$ cat src/rtl/parking_pkg.sv
`default_nettype none
// ============================================================================
// Module   : parking_pkg
// Purpose  : Shared types, widths and fee helper for the parking controller.
// Revision : 1.0 - initial release
// ============================================================================
package parking_pkg;

    typedef enum logic [2:0] {
        S_IDLE      = 3'd0,
        S_MOVE_UP   = 3'd1,
        S_ACT       = 3'd2,
        S_MOVE_DOWN = 3'd3,
        S_DONE      = 3'd4
    } state_t;

    localparam int PLATE_W = 16;
    localparam int FEE_W   = 8;
    localparam int FEE_MAX = 255;
    localparam logic [PLATE_W-1:0] EMPTY_PLATE = 16'd0;

    function automatic logic [FEE_W-1:0] fee_calc(input logic [7:0] age,
                                                 input int unsigned per_tick);
        logic [31:0] prod;
        prod = 32'(age) * per_tick;
        return (prod > 32'(FEE_MAX)) ? FEE_W'(FEE_MAX) : prod[FEE_W-1:0];
    endfunction

endpackage
`default_nettype wire

$ cat src/rtl/parking_slot_search.sv
`default_nettype none
// ============================================================================
// Module   : parking_slot_search
// Purpose  : Combinational lookup of the lowest free slot, plate location and
//            free-slot count over the flattened slot array.
// Revision : 1.0 - initial release
// ============================================================================
module parking_slot_search
    import parking_pkg::*;
#(
    parameter int NUM_FLOORS      = 7,
    parameter int SLOTS_PER_FLOOR = 2,
    parameter int FW              = $clog2(NUM_FLOORS + 1),
    parameter int SW              = (SLOTS_PER_FLOOR > 1) ? $clog2(SLOTS_PER_FLOOR) : 1
) (
    input  logic [NUM_FLOORS*SLOTS_PER_FLOOR*PLATE_W-1:0] i_slots,
    input  logic [NUM_FLOORS-1:0]                         i_flood_mask,
    input  logic [PLATE_W-1:0]                            i_plate,
    output logic [FW-1:0]                                 o_free_floor,
    output logic [SW-1:0]                                 o_free_slot,
    output logic                                          o_free_found,
    output logic [FW-1:0]                                 o_match_floor,
    output logic [SW-1:0]                                 o_match_slot,
    output logic                                          o_match_found,
    output logic                                          o_duplicate,
    output logic [7:0]                                    o_empty_count
);

    logic [PLATE_W-1:0] w_plate_at;

    // Scan from the top down so the last hit written is the lowest floor/slot.
    always_comb begin
        w_plate_at    = EMPTY_PLATE;
        o_free_floor  = '0;
        o_free_slot   = '0;
        o_free_found  = 1'b0;
        o_match_floor = '0;
        o_match_slot  = '0;
        o_match_found = 1'b0;
        o_empty_count = 8'd0;
        for (int f = NUM_FLOORS; f >= 1; f--) begin
            for (int s = SLOTS_PER_FLOOR - 1; s >= 0; s--) begin
                w_plate_at = i_slots[((f-1)*SLOTS_PER_FLOOR + s)*PLATE_W +: PLATE_W];
                if (w_plate_at == EMPTY_PLATE) begin
                    if (!i_flood_mask[f-1]) begin
                        o_free_floor  = FW'(f);
                        o_free_slot   = SW'(s);
                        o_free_found  = 1'b1;
                        o_empty_count = o_empty_count + 8'd1;
                    end
                end else if (w_plate_at == i_plate) begin
                    o_match_floor = FW'(f);
                    o_match_slot  = SW'(s);
                    o_match_found = 1'b1;
                end
            end
        end
        o_duplicate = o_match_found && (i_plate != EMPTY_PLATE);
    end

endmodule
`default_nettype wire

$ cat src/rtl/parking_lot_ctrl_param.sv
`default_nettype none
// ============================================================================
// Module   : parking_lot_ctrl_param
// Purpose  : Parametrised single-elevator parking controller with slot
//            allocation, saturating fee and flood tracking.
// Revision : 1.0 - initial release
// ============================================================================
module parking_lot_ctrl_param
    import parking_pkg::*;
#(
    parameter int NUM_FLOORS      = 7,
    parameter int SLOTS_PER_FLOOR = 2,
    parameter int TICK_CYCLES     = 4,
    parameter int FEE_PER_TICK    = 10,
    parameter int FW              = $clog2(NUM_FLOORS + 1)
) (
    input  logic                                          clock,
    input  logic                                          reset,
    input  logic                                          req_valid,
    output logic                                          req_ready,
    input  logic                                          req_in,
    input  logic [PLATE_W-1:0]                            req_plate,
    input  logic                                          leakage,
    input  logic [FW-1:0]                                 leakage_floor,
    input  logic                                          leakage_clear,
    output logic [FW-1:0]                                 current_floor,
    output logic [PLATE_W-1:0]                            moving,
    output logic [FEE_W-1:0]                              fee,
    output logic                                          done,
    output logic                                          reject,
    output logic [NUM_FLOORS*SLOTS_PER_FLOOR*PLATE_W-1:0] slots,
    output logic [7:0]                                    empty_count,
    output logic                                          full,
    output logic [NUM_FLOORS-1:0]                         flood_mask
);

    localparam int NSLOT = NUM_FLOORS * SLOTS_PER_FLOOR;
    localparam int SW    = (SLOTS_PER_FLOOR > 1) ? $clog2(SLOTS_PER_FLOOR) : 1;
    localparam int IW    = (NSLOT > 1) ? $clog2(NSLOT) : 1;
    localparam int TW    = (TICK_CYCLES > 1) ? $clog2(TICK_CYCLES) : 1;

    state_t                         state_q,     state_d;
    logic [FW-1:0]                  floor_q,     floor_d;
    logic [PLATE_W-1:0]             moving_q,    moving_d;
    logic [FEE_W-1:0]               fee_q,       fee_d;
    logic                           done_q,      done_d;
    logic                           reject_q,    reject_d;
    logic [NSLOT-1:0][PLATE_W-1:0]  slots_q,     slots_d;
    logic [NSLOT-1:0][7:0]          age_q,       age_d;
    logic [NUM_FLOORS-1:0]          flood_q,     flood_d;
    logic [TW-1:0]                  tick_q,      tick_d;
    logic [FW-1:0]                  tgt_floor_q, tgt_floor_d;
    logic [IW-1:0]                  tgt_idx_q,   tgt_idx_d;
    logic                           is_entry_q,  is_entry_d;
    logic                           aborted_q,   aborted_d;
    logic [PLATE_W-1:0]             plate_q,     plate_d;

    logic [FW-1:0] w_free_floor;
    logic [SW-1:0] w_free_slot;
    logic          w_free_found;
    logic [FW-1:0] w_match_floor;
    logic [SW-1:0] w_match_slot;
    logic          w_match_found;
    logic          w_dup;
    logic [7:0]    w_empty_count;
    logic          w_wrap;
    logic [IW-1:0] w_free_idx;
    logic [IW-1:0] w_match_idx;

    parking_slot_search #(
        .NUM_FLOORS      (NUM_FLOORS),
        .SLOTS_PER_FLOOR (SLOTS_PER_FLOOR),
        .FW              (FW),
        .SW              (SW)
    ) u_search (
        .i_slots       (slots_q),
        .i_flood_mask  (flood_q),
        .i_plate       (req_plate),
        .o_free_floor  (w_free_floor),
        .o_free_slot   (w_free_slot),
        .o_free_found  (w_free_found),
        .o_match_floor (w_match_floor),
        .o_match_slot  (w_match_slot),
        .o_match_found (w_match_found),
        .o_duplicate   (w_dup),
        .o_empty_count (w_empty_count)
    );

    always_comb begin
        state_d     = state_q;
        floor_d     = floor_q;
        moving_d    = moving_q;
        fee_d       = fee_q;
        done_d      = 1'b0;
        reject_d    = 1'b0;
        slots_d     = slots_q;
        age_d       = age_q;
        flood_d     = flood_q;
        tgt_floor_d = tgt_floor_q;
        tgt_idx_d   = tgt_idx_q;
        is_entry_d  = is_entry_q;
        aborted_d   = aborted_q;
        plate_d     = plate_q;

        w_free_idx  = IW'((int'(w_free_floor) - 1) * SLOTS_PER_FLOOR + int'(w_free_slot));
        w_match_idx = IW'((int'(w_match_floor) - 1) * SLOTS_PER_FLOOR + int'(w_match_slot));

        w_wrap = (tick_q == TW'(TICK_CYCLES - 1));
        tick_d = w_wrap ? '0 : tick_q + 1'b1;
        for (int i = 0; i < NSLOT; i++) begin
            if (w_wrap && (slots_q[i] != EMPTY_PLATE) && (age_q[i] != 8'hFF)) begin
                age_d[i] = age_q[i] + 8'd1;
            end
        end

        if (leakage_clear) begin
            flood_d = '0;
        end else if (leakage && (leakage_floor != '0) && (int'(leakage_floor) <= NUM_FLOORS)) begin
            flood_d[leakage_floor - 1'b1] = 1'b1;
        end

        case (state_q)
            S_IDLE: begin
                if (req_valid) begin
                    if (req_plate == EMPTY_PLATE) begin
                        reject_d = 1'b1;
                    end else if (req_in) begin
                        if (!w_free_found || w_dup) begin
                            reject_d = 1'b1;
                        end else begin
                            state_d     = S_MOVE_UP;
                            tgt_floor_d = w_free_floor;
                            tgt_idx_d   = w_free_idx;
                            is_entry_d  = 1'b1;
                            aborted_d   = 1'b0;
                            plate_d     = req_plate;
                            moving_d    = req_plate;
                        end
                    end else begin
                        if (!w_match_found) begin
                            reject_d = 1'b1;
                        end else begin
                            state_d     = S_MOVE_UP;
                            tgt_floor_d = w_match_floor;
                            tgt_idx_d   = w_match_idx;
                            is_entry_d  = 1'b0;
                            aborted_d   = 1'b0;
                            plate_d     = req_plate;
                            moving_d    = EMPTY_PLATE;
                        end
                    end
                end
            end
            S_MOVE_UP: begin
                // Only entries abort; a car is always retrievable from a flooded floor.
                if (is_entry_q && flood_q[tgt_floor_q - 1'b1]) begin
                    aborted_d = 1'b1;
                    state_d   = S_MOVE_DOWN;
                end else begin
                    floor_d = floor_q + 1'b1;
                    if (floor_d == tgt_floor_q) begin
                        state_d = S_ACT;
                    end
                end
            end
            S_ACT: begin
                if (is_entry_q) begin
                    slots_d[tgt_idx_q] = plate_q;
                    moving_d           = EMPTY_PLATE;
                end else begin
                    slots_d[tgt_idx_q] = EMPTY_PLATE;
                    moving_d           = plate_q;
                    fee_d              = fee_calc(age_q[tgt_idx_q], 32'(FEE_PER_TICK));
                end
                age_d[tgt_idx_q] = 8'd0;
                state_d          = S_MOVE_DOWN;
            end
            S_MOVE_DOWN: begin
                if (floor_q <= FW'(1)) begin
                    floor_d  = '0;
                    state_d  = S_DONE;
                    done_d   = !aborted_q;
                    reject_d = aborted_q;
                end else begin
                    floor_d = floor_q - 1'b1;
                end
            end
            S_DONE: begin
                moving_d  = EMPTY_PLATE;
                aborted_d = 1'b0;
                state_d   = S_IDLE;
            end
            default: begin
                state_d = S_IDLE;
            end
        endcase
    end

    always_ff @(posedge clock or posedge reset) begin
        if (reset) begin
            state_q     <= S_IDLE;
            floor_q     <= '0;
            moving_q    <= EMPTY_PLATE;
            fee_q       <= '0;
            done_q      <= 1'b0;
            reject_q    <= 1'b0;
            slots_q     <= '0;
            age_q       <= '0;
            flood_q     <= '0;
            tick_q      <= '0;
            tgt_floor_q <= '0;
            tgt_idx_q   <= '0;
            is_entry_q  <= 1'b0;
            aborted_q   <= 1'b0;
            plate_q     <= EMPTY_PLATE;
        end else begin
            state_q     <= state_d;
            floor_q     <= floor_d;
            moving_q    <= moving_d;
            fee_q       <= fee_d;
            done_q      <= done_d;
            reject_q    <= reject_d;
            slots_q     <= slots_d;
            age_q       <= age_d;
            flood_q     <= flood_d;
            tick_q      <= tick_d;
            tgt_floor_q <= tgt_floor_d;
            tgt_idx_q   <= tgt_idx_d;
            is_entry_q  <= is_entry_d;
            aborted_q   <= aborted_d;
            plate_q     <= plate_d;
        end
    end

    assign req_ready     = (state_q == S_IDLE);
    assign current_floor = floor_q;
    assign moving        = moving_q;
    assign fee           = fee_q;
    assign done          = done_q;
    assign reject        = reject_q;
    assign slots         = slots_q;
    assign empty_count   = w_empty_count;
    assign full          = (w_empty_count == 8'd0);
    assign flood_mask    = flood_q;

endmodule
`default_nettype wire
$ cat config.mk
export PLATFORM = sky130hd
export DESIGN_NAME = parking_lot_ctrl_param
export DESIGN_NICKNAME = d
export VERILOG_FILES = /design/src/rtl/parking_pkg.sv /design/src/rtl/parking_slot_search.sv /design/src/rtl/parking_lot_ctrl_param.sv
export SDC_FILE = /design/constraint.sdc
export NUM_CORES = 1
export LEC_CHECK = 0
export CAP_MARGIN = 20
export CORE_MARGIN = 2
export CORE_UTILIZATION = 50
export DETAILED_ROUTE_END_ITERATION = 8
export PLACE_DENSITY = 0.84
export SYNTH_ARGS = -nofsm -noshare
export SYNTH_HDL_FRONTEND = slang
export SYNTH_SLANG_ARGS = --single-unit
export TNS_END_PERCENT = 100
$ cat constraint.sdc
create_clock -name clock -period 18.7 [get_ports clock]
set_input_delay 3.74 -clock clock [delete_from_list [all_inputs] [get_ports clock]]
set_output_delay 3.74 -clock clock [all_outputs]
set_load 0.01 [all_outputs]
==> impl_results.rst <==
.. list-table::
   :header-rows: 1

   * - Metric
     - Value
   * - Total clock sinks
     - 402
   * - Synth Warn #
     - 0
   * - Buffer type at the clock tree root
     - sky130_fd_sc_hd__clkbuf_16
   * - Maximum level of the CTS H-tree
     - 2
   * - Crit start category
     - register
   * - Ranking of synthesized cells by instance count
     - sky130_fd_sc_hd__dfrtp_1 (402), sky130_fd_sc_hd__nand2_1 (339), sky130_fd_sc_hd__o21ai_0 (273)
   * - Final Slew Violations
     - 0
   * - Utilization after layout
     - 61.9%
   * - Net count, final
     - 2,655
   * - Post-CTS repair timing setup buffer count
     - 0
   * - Synth top area cells
     - sky130_fd_sc_hd__dfrtp_1 (45%), sky130_fd_sc_hd__xor2_1 (7.2%), sky130_fd_sc_hd__xnor2_1 (6.2%)
   * - Synth unique cells
     - 78
   * - CTS tree
     - done
   * - CTS Buf Count
     - 44
   * - Global-route wire length before repair
     - 116,000 microns
   * - Area fraction of the dominant cell type after synthesis
     - 44.9%
   * - Accumulated negative setup slack
     - 0 ns
   * - Asr flop ratio synth
     - 100%
   * - Share of the clock period used by the worst path after layout
     - 77.9%
   * - Data required time of the critical path
     - 14.96 ns
   * - Max_slew headroom
     - 20.7%
   * - Cell area after synthesis
     - 22,400 sq um
   * - Count of standard-cell rows
     - 77
   * - Most used routing layer in global routing
     - met2
   * - RSZ-0062 raised after global routing
     - false
   * - Global routing met2 resource utilization
     - 50.2%
   * - WL final
     - 76,900 microns
   * - Horizontal die dimension
     - 216 microns
   * - Synthesized area divided by synthesized cell count
     - 9.57 sq um
   * - Min Clock Period, post-route
     - 14.57 ns
   * - Area Overhead vs Synth
     - 22.3%
   * - Most frequently used cell type in the post-synthesis netlist
     - sky130_fd_sc_hd__dfrtp_1
   * - Highest achievable clock rate
     - 0.0686 GHz
   * - Number of failing hold endpoints at the final stage
     - 0
   * - Starting density of the core
     - 50.6%
   * - Post-route antenna net violation count
     - 0
   * - Initial antenna violation count
     - 0
   * - Vias in the first global route
     - 19,690
   * - Endpoint arrival time on the critical path
     - 10.83 ns
   * - Total inserted antenna cells
     - 0
   * - Critical-path maximum fanout
     - 7
   * - Number of flops mapped to enable cells by yosys
     - 0
   * - Reported max-cap violation count
     - 0
   * - Status
     - completed
   * - Kind of capture point of the worst setup path
     - output port
   * - Setup slack, reg-to-reg
     - 14.29 ns
   * - Most frequently used flop master after synthesis
     - sky130_fd_sc_hd__dfrtp_1
   * - Die area
     - 46,500 sq um
   * - Least-Margin Pin Slew
     - 1.19 ns
   * - Maximum cell stage delay along the critical path
     - 0.56 ns
   * - Post-CTS Hold Fix Bufs
     - 0
   * - GRT Residual Overflow
     - 0
   * - Number of setup violations in the final report
     - 0
   * - Routed wire per std cell
     - 24.0 microns
   * - Cell at the slowest stage of the critical path
     - sky130_fd_sc_hd__or3_1
   * - Timing endpoint of the critical path
     - full
   * - CTS clk-pin slew, worst paths
     - 0.06 ns
   * - DRC violation total after the first TritonRoute iteration
     - 2,181
   * - Post-synthesis sequential area ratio
     - 44.9%
   * - Via count normalized by instance count
     - 6.27
   * - DRC Markers
     - 0
   * - Cell class contributing the biggest share of worst-path delay
     - adder cells
   * - Most frequent cell on the critical path
     - sky130_fd_sc_hd__ha_1
   * - RD Place Congestion
     - 0.959
   * - Largest area contributor in the synthesized netlist
     - sky130_fd_sc_hd__dfrtp_1
   * - Depth of the worst register-to-register path
     - 13
   * - Global-route usage over all layers
     - 32.4%
   * - Critical Path Stages
     - 41
   * - Crit Reg-Reg Startpoint
     - slots[134]
   * - Clock latency on the worst-skew pair
     - 0.60 ns
   * - Met1 usage
     - 40.6%
   * - Io pins
     - 295
   * - Setup Skew
     - 0.0307 ns
   * - Buf/Inv on CP
     - 3
   * - Final HPWL DP
     - 52,400 microns
   * - Number of vias after detailed routing
     - 20,116
   * - Yosys reg bits
     - 402
   * - Class of the tightest hold or removal check
     - reg2reg
   * - Post-place setup slack
     - 4.94 ns
   * - Die Height
     - 216 microns
   * - Endpoint of the worst register-to-register path
     - moving[4]
   * - Critical setup path kind
     - reg2out
   * - Maximum root-to-sink buffer count
     - 3
   * - Source of the critical timing path
     - slots[178]
   * - Count of buffers from port buffering
     - 293
   * - Slack of the critical path
     - 4.13 ns
   * - Met3 demand-to-capacity share in global routing
     - 8.84%
   * - Maximum number of pins on one net before global-route repair
     - 97
   * - Post-Syn Nets
     - 2,410
   * - Number of gates resized after CTS
     - 0
   * - Fraction of layout cells with a size suffix above 1
     - 7.76%
   * - Cell count after synthesis
     - 2,340
   * - Area of the core
     - 44,200 sq um
   * - Number of detailed-route iterations in the first pass
     - 8
metrics by stage:
stage               std cells  hold slack (ns)  cell area [sq um]
global route             3209            0.453              27400
CTS                      3204            0.433              27300
detailed placement       3126            0.424              25800
floorplan                2340            0.403              22400
global placement         3126            0.415              25800
finish                   3209            0.439              27400
cells in the final DEF (no fill, tap or decap), types with 17 or more instances in the layout:
master | Yosys | routed
sky130_fd_sc_hd__ha_1 | 44 | 44
sky130_fd_sc_hd__mux2i_1 | 33 | 33
sky130_fd_sc_hd__clkdlybuf4s50_1 | 0 | 293
sky130_fd_sc_hd__inv_1 | 38 | 37
sky130_fd_sc_hd__a22o_1 | 17 | 17
sky130_fd_sc_hd__xnor2_1 | 159 | 159
sky130_fd_sc_hd__and3_1 | 25 | 25
sky130_fd_sc_hd__nand2_1 | 339 | 339
sky130_fd_sc_hd__dfrtp_1 | 402 | 401
sky130_fd_sc_hd__o21ai_0 | 273 | 273
sky130_fd_sc_hd__mux2_2 | 34 | 34
sky130_fd_sc_hd__nor4_1 | 92 | 92
sky130_fd_sc_hd__or3_1 | 27 | 27
sky130_fd_sc_hd__a21oi_1 | 45 | 45
sky130_fd_sc_hd__nor3_1 | 32 | 32
sky130_fd_sc_hd__nand4_1 | 82 | 82
sky130_fd_sc_hd__clkbuf_16 | 0 | 45
sky130_fd_sc_hd__nor2_1 | 169 | 168
sky130_fd_sc_hd__buf_4 | 1 | 28
sky130_fd_sc_hd__mux4_2 | 25 | 25
sky130_fd_sc_hd__nand3_1 | 43 | 43
sky130_fd_sc_hd__xor2_1 | 183 | 183
flip-flops by register name, indices dropped and copies added (netlist names), 2 cells and up:
| signal | cells |
|---|---|
| fee | 8 |
| current_floor | 3 |
| tgt_floor_q | 3 |
| moving | 16 |
| tgt_idx_q | 4 |
| age_q | 112 |
| flood_mask | 7 |
| tick_q | 2 |
| plate_q | 16 |
| slots | 224 |
| state_q | 3 |
logic make-up (layout without fill, tap and decap cells):
family	Yosys count	in the layout	synth area share, %
AO/OA/AOI/OAI	412	412	10.7
multiplexers	92	92	5.70
other	1	1	0.0167
flip-flops	402	402	44.9
AND/OR/NAND/NOR	862	862	18.5
adder cells (fa/ha/maj)	50	50	2.77
buffers and inverters	165	442	2.81
XOR/XNOR	356	356	14.6
how the worst min path moves through the flow:
stage / startpoint / to / cells past startpoint / slack [ns]
after floorplan: tick_q[0] / tick_q[0] / 1 / 0.40
after global placement: tick_q[0] / tick_q[0] / 1 / 0.42
after global routing: tick_q[0] / tick_q[0] / 1 / 0.45
final: tick_q[0] / tick_q[0] / 1 / 0.44
after CTS: tick_q[0] / tick_q[0] / 1 / 0.43
after detailed placement: tick_q[0] / tick_q[0] / 1 / 0.42
layer usage:
metal  up-vias  part of all wire, %
met4         0                  6.8
met3       342                   11
met1      9886                   37
met5         -                    0
li1       8675                    -
met2      1213                   45
layout make-up:
type	count	area [sq um]
clock inverters	20	264
repair buffers	326	3220
clock buffers	58	1240
well taps	592	741
multi-input cells	1773	11700
inverters	38	150
flip-flops and latches	402	10100
fillers	3417	16800
Power is not shown: default switching activity piles up to over one toggle a cycle in this logic, so the estimate is an artifact.
